<file path="src/rtl/uart_alu_pkg.sv">
// Shared types for the UART-driven ALU packet controller.
// The optional ECHO opcode is enabled by UART_ALU_CTRL_ECHO_EN.
package uart_alu_pkg;

  localparam int HdrBytes     = 4;
  localparam int OperandBytes = 4;

  typedef enum logic [7:0] {
    OP_ECHO = 8'h00,
    OP_ADD  = 8'h10,
    OP_MUL  = 8'h11,
    OP_DIVU = 8'h12
  } opcode_e;

  typedef enum logic [2:0] {
    S_IDLE,
    S_HDR,
    S_OPND,
    S_ALU_REQ,
    S_ALU_WAIT,
    S_TX_RES,
    S_ECHO,
    S_DRAIN
  } state_e;

  function automatic logic is_alu_op(input logic [7:0] op);
    return (op == OP_ADD) || (op == OP_MUL) || (op == OP_DIVU);
  endfunction

endpackage

</file>
<file path="src/rtl/uart_word_serializer.sv">
// Sends a 32-bit word as four bytes, least significant first.
// The word must stay stable while en_i is high.
module uart_word_serializer
  import uart_alu_pkg::*;
(
  input  logic        clk_i,
  input  logic        reset_ni,
  input  logic        en_i,
  input  logic [31:0] word_i,
  input  logic        tx_ready_i,
  output logic [7:0]  data_o,
  output logic        valid_o,
  output logic        done_o
);

  logic [1:0] r_idx;
  logic       w_last;

  assign w_last  = (r_idx == 2'(OperandBytes - 1));
  assign valid_o = en_i;
  assign data_o  = en_i ? word_i[{r_idx, 3'b000} +: 8] : '0;
  assign done_o  = en_i & tx_ready_i & w_last;

  always_ff @(posedge clk_i or negedge reset_ni) begin
    if (!reset_ni) begin
      r_idx <= '0;
    end else if (en_i && tx_ready_i) begin
      r_idx <= w_last ? '0 : r_idx + 2'd1;
    end
  end

endmodule

</file>
<file path="src/rtl/uart_alu_ctrl.sv">
// Packet parser bridging a UART byte stream to an external ALU.
// Define UART_ALU_CTRL_ECHO_EN to include the ECHO opcode.
module uart_alu_ctrl
  import uart_alu_pkg::*;
#(
  parameter int DataWidth    = 8,
  parameter int OperandWidth = 32
) (
  input  logic                    clk_i,
  input  logic                    reset_ni,
  input  logic [DataWidth-1:0]    rx_data_i,
  input  logic                    rx_valid_i,
  output logic                    rx_ready_o,
  output logic [DataWidth-1:0]    tx_data_o,
  output logic                    tx_valid_o,
  input  logic                    tx_ready_i,
  output logic [7:0]              alu_op_o,
  output logic [OperandWidth-1:0] alu_a_o,
  output logic [OperandWidth-1:0] alu_b_o,
  output logic                    alu_valid_o,
  input  logic                    alu_ready_i,
  input  logic [OperandWidth-1:0] alu_result_i,
  input  logic                    alu_result_valid_i,
  output logic                    error_o
);

  state_e      r_state;
  state_e      w_state_nxt;
  state_e      w_hdr_nxt;
  logic [7:0]  r_op;
  logic [7:0]  r_len_lo;
  logic [1:0]  r_hcnt;
  logic [1:0]  r_bidx;
  logic [15:0] r_rem;
  logic        r_have_acc;
  logic        r_err;
  logic [31:0] r_acc;
  logic [31:0] r_opnd;
  logic [31:0] w_word;
  logic [15:0] w_len;
  logic [15:0] w_rem_hdr;
  logic        w_rx_rdy;
  logic        w_rx_fire;
  logic        w_ser_en;
  logic        w_ser_valid;
  logic        w_ser_done;
  logic [7:0]  w_ser_data;

  assign w_len     = {rx_data_i[7:0], r_len_lo};
  assign w_rem_hdr = (w_len > 16'(HdrBytes)) ? w_len - 16'(HdrBytes) : '0;
  assign w_word    = {rx_data_i[7:0], r_opnd[31:8]};
  assign w_ser_en  = (r_state == S_TX_RES);

  // Ready is gated by reset so it reads low while reset is held.
  assign rx_ready_o  = reset_ni & w_rx_rdy;
  assign w_rx_fire   = rx_valid_i & rx_ready_o;
  assign alu_valid_o = (r_state == S_ALU_REQ);
  assign alu_op_o    = r_op;
  assign alu_a_o     = r_acc;
  assign alu_b_o     = r_opnd;
  assign error_o     = r_err;

  uart_word_serializer u_ser (
    .clk_i      (clk_i),
    .reset_ni   (reset_ni),
    .en_i       (w_ser_en),
    .word_i     (r_acc),
    .tx_ready_i (tx_ready_i),
    .data_o     (w_ser_data),
    .valid_o    (w_ser_valid),
    .done_o     (w_ser_done)
  );

  always_comb begin
    w_rx_rdy   = 1'b0;
    tx_valid_o = 1'b0;
    tx_data_o  = '0;
    unique case (r_state)
      S_IDLE, S_HDR, S_OPND: w_rx_rdy = 1'b1;
      S_DRAIN: w_rx_rdy = (r_rem != '0);
      S_TX_RES: begin
        tx_valid_o = w_ser_valid;
        tx_data_o  = w_ser_data;
      end
`ifdef UART_ALU_CTRL_ECHO_EN
      S_ECHO: begin
        w_rx_rdy   = tx_ready_i;
        tx_valid_o = rx_valid_i;
        tx_data_o  = rx_data_i;
      end
`endif
      default: ;
    endcase
  end

  always_comb begin
    w_hdr_nxt = S_DRAIN;
    if (is_alu_op(r_op) &&
        w_len >= 16'(HdrBytes + OperandBytes) &&
        w_len[1:0] == 2'b00) begin
      w_hdr_nxt = S_OPND;
    end
`ifdef UART_ALU_CTRL_ECHO_EN
    if (r_op == OP_ECHO) begin
      w_hdr_nxt = (w_rem_hdr == '0) ? S_IDLE : S_ECHO;
    end
`endif
  end

  always_comb begin
    w_state_nxt = r_state;
    unique case (r_state)
      S_IDLE:
        if (w_rx_fire) w_state_nxt = S_HDR;
      S_HDR:
        if (w_rx_fire && r_hcnt == 2'd3) w_state_nxt = w_hdr_nxt;
      S_OPND:
        if (w_rx_fire && r_bidx == 2'd3) begin
          if (r_have_acc) w_state_nxt = S_ALU_REQ;
          else if (r_rem == 16'd1) w_state_nxt = S_TX_RES;
        end
      S_ALU_REQ:
        if (alu_ready_i) w_state_nxt = S_ALU_WAIT;
      S_ALU_WAIT:
        if (alu_result_valid_i) begin
          w_state_nxt = (r_rem == '0) ? S_TX_RES : S_OPND;
        end
      S_TX_RES:
        if (w_ser_done) w_state_nxt = S_IDLE;
`ifdef UART_ALU_CTRL_ECHO_EN
      S_ECHO:
        if (w_rx_fire && r_rem == 16'd1) w_state_nxt = S_IDLE;
`endif
      S_DRAIN:
        if (r_rem == '0 || (w_rx_fire && r_rem == 16'd1)) begin
          w_state_nxt = S_IDLE;
        end
      default: w_state_nxt = S_IDLE;
    endcase
  end

  always_ff @(posedge clk_i or negedge reset_ni) begin
    if (!reset_ni) r_state <= S_IDLE;
    else           r_state <= w_state_nxt;
  end

  always_ff @(posedge clk_i or negedge reset_ni) begin
    if (!reset_ni) begin
      r_op       <= '0;
      r_len_lo   <= '0;
      r_hcnt     <= '0;
      r_bidx     <= '0;
      r_rem      <= '0;
      r_have_acc <= 1'b0;
      r_err      <= 1'b0;
      r_acc      <= '0;
      r_opnd     <= '0;
    end else begin
      r_err <= 1'b0;
      unique case (r_state)
        S_IDLE:
          if (w_rx_fire) begin
            r_op   <= rx_data_i[7:0];
            r_hcnt <= 2'd1;
          end
        S_HDR:
          if (w_rx_fire) begin
            r_hcnt <= r_hcnt + 2'd1;
            if (r_hcnt == 2'd2) r_len_lo <= rx_data_i[7:0];
            if (r_hcnt == 2'd3) begin
              r_rem      <= w_rem_hdr;
              r_bidx     <= '0;
              r_have_acc <= 1'b0;
              r_err      <= (w_hdr_nxt == S_DRAIN);
            end
          end
        S_OPND:
          if (w_rx_fire) begin
            r_rem  <= r_rem - 16'd1;
            r_bidx <= r_bidx + 2'd1;
            r_opnd <= w_word;
            if (r_bidx == 2'd3 && !r_have_acc) begin
              r_acc      <= w_word;
              r_have_acc <= 1'b1;
            end
          end
        S_ALU_WAIT:
          if (alu_result_valid_i) r_acc <= alu_result_i;
        S_ECHO, S_DRAIN:
          if (w_rx_fire) r_rem <= r_rem - 16'd1;
        default: ;
      endcase
    end
  end

endmodule

</file>
<file path="config.mk">
export PLATFORM = sky130hd
export DESIGN_NAME = uart_alu_ctrl
export DESIGN_NICKNAME = d
export VERILOG_FILES = /design/src/rtl/uart_alu_pkg.sv /design/src/rtl/uart_word_serializer.sv /design/src/rtl/uart_alu_ctrl.sv
export SDC_FILE = /design/constraint.sdc
export NUM_CORES = 1
export LEC_CHECK = 0
export ABC_CLOCK_PERIOD_IN_PS = 2300
export CORE_UTILIZATION = 40
export DETAILED_ROUTE_END_ITERATION = 10
export HOLD_SLACK_MARGIN = 0.15
export PLACE_DENSITY_LB_ADDON = 0.12
export SLEW_MARGIN = 20
export SYNTH_ARGS = -nofsm -noshare
export SYNTH_HDL_FRONTEND = slang
export SYNTH_SLANG_ARGS = --single-unit
export TNS_END_PERCENT = 20
</file>
<file path="constraint.sdc">
create_clock -name clk_i -period 2.3 [get_ports clk_i]
set_input_delay 0.46 -clock clk_i [delete_from_list [all_inputs] [get_ports clk_i]]
set_output_delay 0.46 -clock clk_i [all_outputs]
set_load 0.05 [all_outputs]
</file>
=== Yosys cells after proc, flatten, opt, wreduce, memory -nomap -nowiden ===
Index checks and enable logic that the tools add are counted.

* Multipliers: 0
* $lt $le $gt $ge: 2
* $add $sub $neg: 5
* Bitwise gates (word level): 4
* Multiplexer cells: 40
* Shift-type cells: 1
* Divide/modulo/power cells: 0
* Reduce and logical (&&, ||, !) cells: 30
* Equality and inequality tests: 29

{| class="wikitable"
|+ Operators with widths
! cell !! number
|-
| $mux W32 || 3
|-
| $mux W16 || 4
|-
| $pmux W32 S2 || 1
|-
| $mux W3 || 11
|-
| $pmux W16 S2 || 1
|-
| $shiftx A32 B6 Y8 || 1
|-
| $eq A8 B5 Y1 const B || 3
|-
| $pmux W3 S7 || 1
|-
| $ne A2 B2 Y1 const B || 10
|-
| $eq A16 B1 Y1 const B || 1
|-
| $ge A16 B4 Y1 const B || 1
|-
| $gt A16 B3 Y1 const B || 1
|-
| $logic_not A16 Y1 || 1
|-
| $reduce_bool A16 Y1 || 1
|-
| $sub A16 B1 Y16 const B || 1
|-
| $sub A16 B3 Y16 const B || 1
|-
| $eq A3 B3 Y1 const B || 5
|-
| $mux W2 || 6
|-
| $reduce_and A4 Y1 || 3
|-
| $eq A2 B2 Y1 const B || 4
|-
| $mux W1 || 8
|-
| $mux W8 || 1
|-
| $pmux W2 S2 || 2
|-
| $reduce_and A8 Y1 || 1
|-
| 17 further kinds || 39
|}

* Memories kept: 0
* Output and inout port bits: 84
* Latch bits: 0
* Memory bits (writable): 0
* Bits of input ports: 46
* Word-level logic and storage cells: 122
* Bits in registers: 107
* Bits in read-only memories: 0

=== Depth between registers and ports, before layout ===
* Depth after elaboration: 10
* Gate-level depth with buffers: 10
* Depth with buffers taken out: 8

=== Modules after synthesis ===
From an unflattened synthesis, not the netlist that was laid out.

* Cell total of the unflattened synthesis: 539
* Area, all modules: 5701.7 um^2

{| class="wikitable"
|+ By module, submodules not included
! module !! cells each !! times used !! seq. area each (um^2) !! area each (um^2)
|-
| uart_alu_ctrl || 501 || 1 || 2627.5 || 5340.1
|-
| uart_word_serializer || 38 || 1 || 50.0 || 361.6
|}

=== Least setup slack after synthesis ===
No wires, ideal clock.

* Path kind: reg2out
* From: register r_state[0]
* To: output port tx_data_o[0]
* Path buffers: 1
* Slack: -0.969 ns
* Data required time: 1.840 ns
* Stages on the path, launching flop included: 5
* Arrival: 2.809 ns
* Path through: dfrtp_1 -> buf_1 -> inv_1 -> nor3_1 -> and2_1

* Word-level cells in the longest chain between the ends: 2

{| class="wikitable"
|+ RTL lines
! element !! line !! RTL
|-
| start: declaration || uart_alu_ctrl.sv:27 || <nowiki>state_e r_state;</nowiki>
|-
| start signal: assignment || uart_alu_ctrl.sv:144 || <nowiki>else r_state <= w_state_nxt;</nowiki>
|-
| $eq A3 B3 Y1 || uart_alu_ctrl.sv:52, uart_alu_ctrl.sv:78 ||
|-
| $mux W8 || uart_alu_ctrl.sv:78 || <nowiki>unique case (r_state)</nowiki>
|-
| end: declaration || uart_alu_ctrl.sv:14 || <nowiki>output logic [DataWidth-1:0] tx_data_o,</nowiki>
|}

No other way between the ends.

=== Worst setup path after layout ===
* From: register r_rem[6]
* To: output port rx_ready_o

* Word-level cells in the longest chain between the ends: 3

{| class="wikitable"
|+ RTL lines
! element !! line !! RTL
|-
| start: declaration || uart_alu_ctrl.sv:34 || <nowiki>logic [15:0] r_rem;</nowiki>
|-
| start signal: assignment || uart_alu_ctrl.sv:171 || <nowiki>r_rem <= w_rem_hdr;</nowiki>
|-
| start signal: assignment || uart_alu_ctrl.sv:179 || <nowiki>r_rem <= r_rem - 16'd1;</nowiki>
|-
| start signal: assignment || uart_alu_ctrl.sv:190 || <nowiki>if (w_rx_fire) r_rem <= r_rem - 16'd1;</nowiki>
|-
| $reduce_bool A16 Y1 || uart_alu_ctrl.sv:80 || <nowiki>S_DRAIN: w_rx_rdy = (r_rem != '0);</nowiki>
|-
| $pmux W1 S2 || uart_alu_ctrl.sv:78 ||
|-
| $and A1 B1 Y1 || uart_alu_ctrl.sv:55 || <nowiki>assign rx_ready_o = reset_ni & w_rx_rdy;</nowiki>
|-
| end: declaration || uart_alu_ctrl.sv:13 || <nowiki>output logic rx_ready_o,</nowiki>
|}

No other way between the ends.

==> results.md <==
- The flow ran to the end, but the final reports show violations.
- The final reports fail on setup timing.
- The analysis attributes to cell leakage a power of between 3 and 4 nW.
- The number of port buffers is about 130.
- The die extent in x is roughly 120 um.
- The mean cell area of the mapped netlist is ~9.8 um^2.
- By area, the combinational part of the netlist is dominated by simple AND/OR/NAND/NOR gates.
- Counting the fill cells in the layout gives between 1,000 and 1,500.
- The clock arrives with ~0.0095 ns of skew.
- The number of clock buffers inserted by TritonCTS is 9.
- The kind of critical path is register to output pin.
- The setup-violating endpoint count in the final report is 8.
- The total of flip-flops plus latches after synthesis is 107.
- After global routing the overflow that remains totals 0.
- The number of buffer and inverter stages on the critical path is 2.
- The core region is between 0.01 and 0.015 mm^2.
- The maximum number of pins on one net before global-route repair is 69.
- The post-route clock period utilization is 111%.
- The relative slew slack is around two fifths.
- After Yosys synthesis, full adders, half adders and majority gates account for under 10% of the synthesized area.
- When the netlist entered floorplanning its net count stood at 629.
- The number of flops mapped to enable cells by yosys is 0.
- The synthesized-area fraction occupied by ao, oa, aoi and oai cells is between 10% and 20%.
- The detailed-router iteration count before antenna repair is 5.
- At the end of the flow, the number of nets in the layout was 808.
- The worst-case hold slack is around 0.18 ns.
- The cell type with the largest total area after synthesis is dfrtp_1.
- The flip-flop cell with the highest count after synthesis is dfrtp_1.
- Routability-driven placement finished with a final weighted congestion of about 0.84.
- The number of antenna violations at the first check in global routing is 0.
- Ranked by total cell area, the synthesized netlist is headed by dfrtp_1 48%, nand2_1 8.4%, mux2i_1 5.7%.
- The worst path in the final design needs a cycle of roughly 2.5 ns, including I/O delays and setup.
- The top routing layer in use is met4.
- At the pin with the least slew margin, the transition time is 0.871 ns.
- The number of max-slew violations in the final report is 0.
- The clock latency on the worst-skew pair is 0.35 ns.
- The synthesized-area fraction occupied by xor and xnor cells is around 1.9%.
- The class of the tightest hold or removal check is input pin to asynchronous set/reset pin.
- The number of vias per cell is roughly 5.4.
- CTS saw approximately 110 sinks.
- Dividing total power by cell area gives a power density of roughly 1600 mW/mm^2.
- The total detailed-routing wirelength is about 17,000 um.
- Static timing analysis puts the maximum clock frequency at between 300 and 400 MHz.
- nand2_1 is the most common cell in the netlist.
- The largest stage delay on the critical path is between 0.5 and 0.6 ns.
- The share of the synthesized area in the top cell type is 47.5%.
- The initial core utilization is between 40% and 50%.
- The worst path required time is 1.84 ns.
- In the synthesized netlist, mux cells make up between 10% and 20% of the area.
- The number of nets still failing antenna checks after routing is 0.
- Setup repair after global routing could not meet its margin everywhere.
- The sort of element at the end of the critical path is an output pin.
- The repair_antennas step left the layout with diodes totalling 0.
- The net load switching power is slightly below 6 mW.
- The first global-routing pass estimated between 20,000 and 30,000 um of wire.
- In the final routing, the length of wire on met1 measures 7470 um.
- The routed via count is roughly 5,100.
- The met2 layer wire length in the routed design is between 7000 and 8000 um.
- After routing the design area is 0.00809 mm^2.
- After detailed routing, the met3 layer carries around 1000 um of wire.
- The H-tree level count is 3.
- Of the total synthesized cell area, the portion taken by AND, OR, NAND and NOR gates is 19.6%.
- The kind of launch point of the worst setup path is a register.
- The total number of placement rows is 42.
- The worst vdd rail ir drop is 0.812 mV.
- The post-synthesis instance area is between 0.005 and 0.006 mm^2.
- At the worst endpoint, the arrival time is roughly 2.1 ns.
- The critical path's top delay family is simple AND/OR/NAND/NOR gates.
- In this run, post-CTS hold repair placed 0 buffers.
- The fraction of the yosys area taken by sequential cells is 47.5%.
- The proportion of power drawn by flip-flops and latches is a little over a quarter.
- The worst setup timing slack at the placement stage is -0.194 ns.
- Traced cell by cell, the critical path runs through or4_4 -> nor4_4 -> buf_4 -> nand2_2 -> o31a_4 -> buf_8.
- The fraction of power consumed by the clock network is a little over an eighth.
- The overall global routing resource usage is between 20% and 30%.
- The area of the die is between 0.01 and 0.015 mm^2.
- Clock-pin slew was measured on the worst setup and hold paths at approximately 0.080 ns.
- The final count of hold timing violations is 0.
- Relative to the synthesized area, the layout overhead comes to 43.7%.
- The via count of the first global-routing pass was roughly 5,100.
- The initial detailed-routing violation count is ~330.
- Of the total power, the share spent switching nets is between 40% and 50%.
- After synthesis, the netlist uses between 60 and 70 different library cells.
- Clock tree synthesis selected as its root buffer the cell clkbuf_16.
- The share of cells above drive strength 1 is 20.1%.
- In the final routed layout, each cell accounts on average for between 15 and 20 um.
- Yosys printed 0 warnings.
- The cell count after synthesis is approximately 570.
- The maximum fanout along the worst path is 2.
- The residual DRC count is 0.
- The die is approximately 120 um tall.
- The number of primary I/O pins is 130.
- The share of synthesized registers carrying an async set or reset is between 90% and 100%.
- Detailed placement finished with a half-perimeter wire length of between 10,000 and 15,000 um.
- The cell with the largest stage delay on the worst path is or4_4.
- The TritonCTS clock tree is done.
- Max-cap violations in this run came to 0.
- After layout, the worst setup slack is -0.250 ns.
- The maximum buffer depth of the clock tree is 2.
- The commonest cells after synthesis are 126 x nand2_1, 107 x dfrtp_1, 47 x nor2_1, 37 x a21oi_1, 32 x mux2i_1.
- The utilization of the core after routing is 59.9%.
- Summing all placed instances gives a cell area of ~0.0076 mm^2.
- The cell internal power dissipation is around 6.7 mW.
- The proportion of power drawn by combinational gates is approximately 59%.
-- repair_timing --
action                                  4_1_cts  5_1_grt
setup buffers                                 4        3
gates cloned                                  1        0
endpoints found under the setup margin       61       63
pin swaps                                     4        4
gates resized for setup                      11        9
-- sequential cells by signal, summed over array words and instances (netlist names) --
register and count:
u_ser.r_idx 2, r_rem 16, r_len_lo 8, alu_a_o 32, alu_op_o 8, alu_b_o 32, r_bidx 2, r_hcnt 2
error_o 1, r_state 3, r_have_acc 1
-- through the flow --
stage	setup TNS [ns]	instances	power [mW]
finish	-0.327	934	12.6
global route	-4.78	934	13.4
CTS	-0.949	932	12.6
detailed placement	-6.48	913	10.8
global placement	-5.29	913	10.6
floorplan	-3.55	574	7.97
-- layout by cell type (no fill, tap or decap), types with 3 or more instances in the layout --
master and count:
clkdlybuf4s50_1 117, buf_6 4, clkbuf_16 9, nand3_1 10
inv_1 11, mux2_4 4, buf_12 15, mux4_2 8
a31oi_1 4, mux2i_1 32, mux2_2 14, nor2_1 47
or4_1 3, nand2_1 125, xor2_1 5, o22ai_1 10
a21oi_1 37, a22o_1 13, ha_1 9, o21ai_0 18
nor3_1 11, nor4_1 6, dfrtp_1 107, nor3b_1 3
nand2b_1 4, buf_4 62, xnor2_1 7, and2_2 7
o32ai_1 3
-- logic make-up (layout without fill, tap and decap cells) --
group / Yosys count / after routing
AO/OA/AOI/OAI: 106 / 106
AND/OR/NAND/NOR: 239 / 240
multiplexers: 58 / 58
buffers and inverters: 43 / 226
XOR/XNOR: 12 / 12
adder cells (fa/ha/maj): 9 / 9
flip-flops: 107 / 107
-- final cells by class --
| class | instances | area (um^2) | area share, % |
|---|---|---|---|
| clock buffers | 10 | 239 | 2.95 |
| clock inverters | 6 | 93.8 | 1.16 |
| inverters | 11 | 41.3 | 0.510 |
| multi-input cells | 425 | 2830 | 34.9 |
| flip-flops and latches | 107 | 2680 | 33.1 |
| well taps | 176 | 220 | 2.72 |
| repair buffers | 199 | 2000 | 24.7 |
-- per-layer routing --
layer	vias to the layer above	GRT usage, %
met3	20	5.00
met5	-	0
met2	175	38.1
met1	2489	33.6
met4	0	8.49
li1	2384	-
-- power by group through the flow --
stage          Clock (mW)  Combinational, mW  Sequential [mW]
2_1_floorplan           0               3.04             4.93
3_3_place_gp            0               7.24             3.39
3_5_place_dp            0               7.36             3.40
4_1_cts              1.78               7.48             3.39
5_1_grt              1.86               8.00             3.50
6_report             1.74               7.52             3.40
-- worst paths after layout --
path	start	endpoint	slack, ns	cells past startpoint
min in group clk_i	alu_b_o[0]$_DFFE_PN0P_	alu_b_o[0]$_DFFE_PN0P_	0.48	2
worst min register to register	alu_b_o[0]$_DFFE_PN0P_	alu_b_o[0]$_DFFE_PN0P_	0.48	2
worst min-delay path	reset_ni	alu_b_o[1]$_DFFE_PN0P_	0.18	2
worst max-delay path	r_rem[6]$_DFFE_PN0P_	rx_ready_o	-0.25	6
worst max register to register	r_rem[6]$_DFFE_PN0P_	r_rem[12]$_DFFE_PN0P_	-0.03	9
max in group asynchronous	reset_ni	r_rem[2]$_DFFE_PN0P_	0.84	3
-- worst reg2reg max path, stage by stage, from the launching register on --
cell     delay (ns)
dfrtp_1        0.39
or4_4          0.56
nor4_4         0.14
buf_4          0.15
buf_4          0.13
buf_6          0.11
nand2_1        0.06
or4_1          0.50
o21ai_1        0.09
a22o_1         0.14
Power figures use the tool's default switching activity.
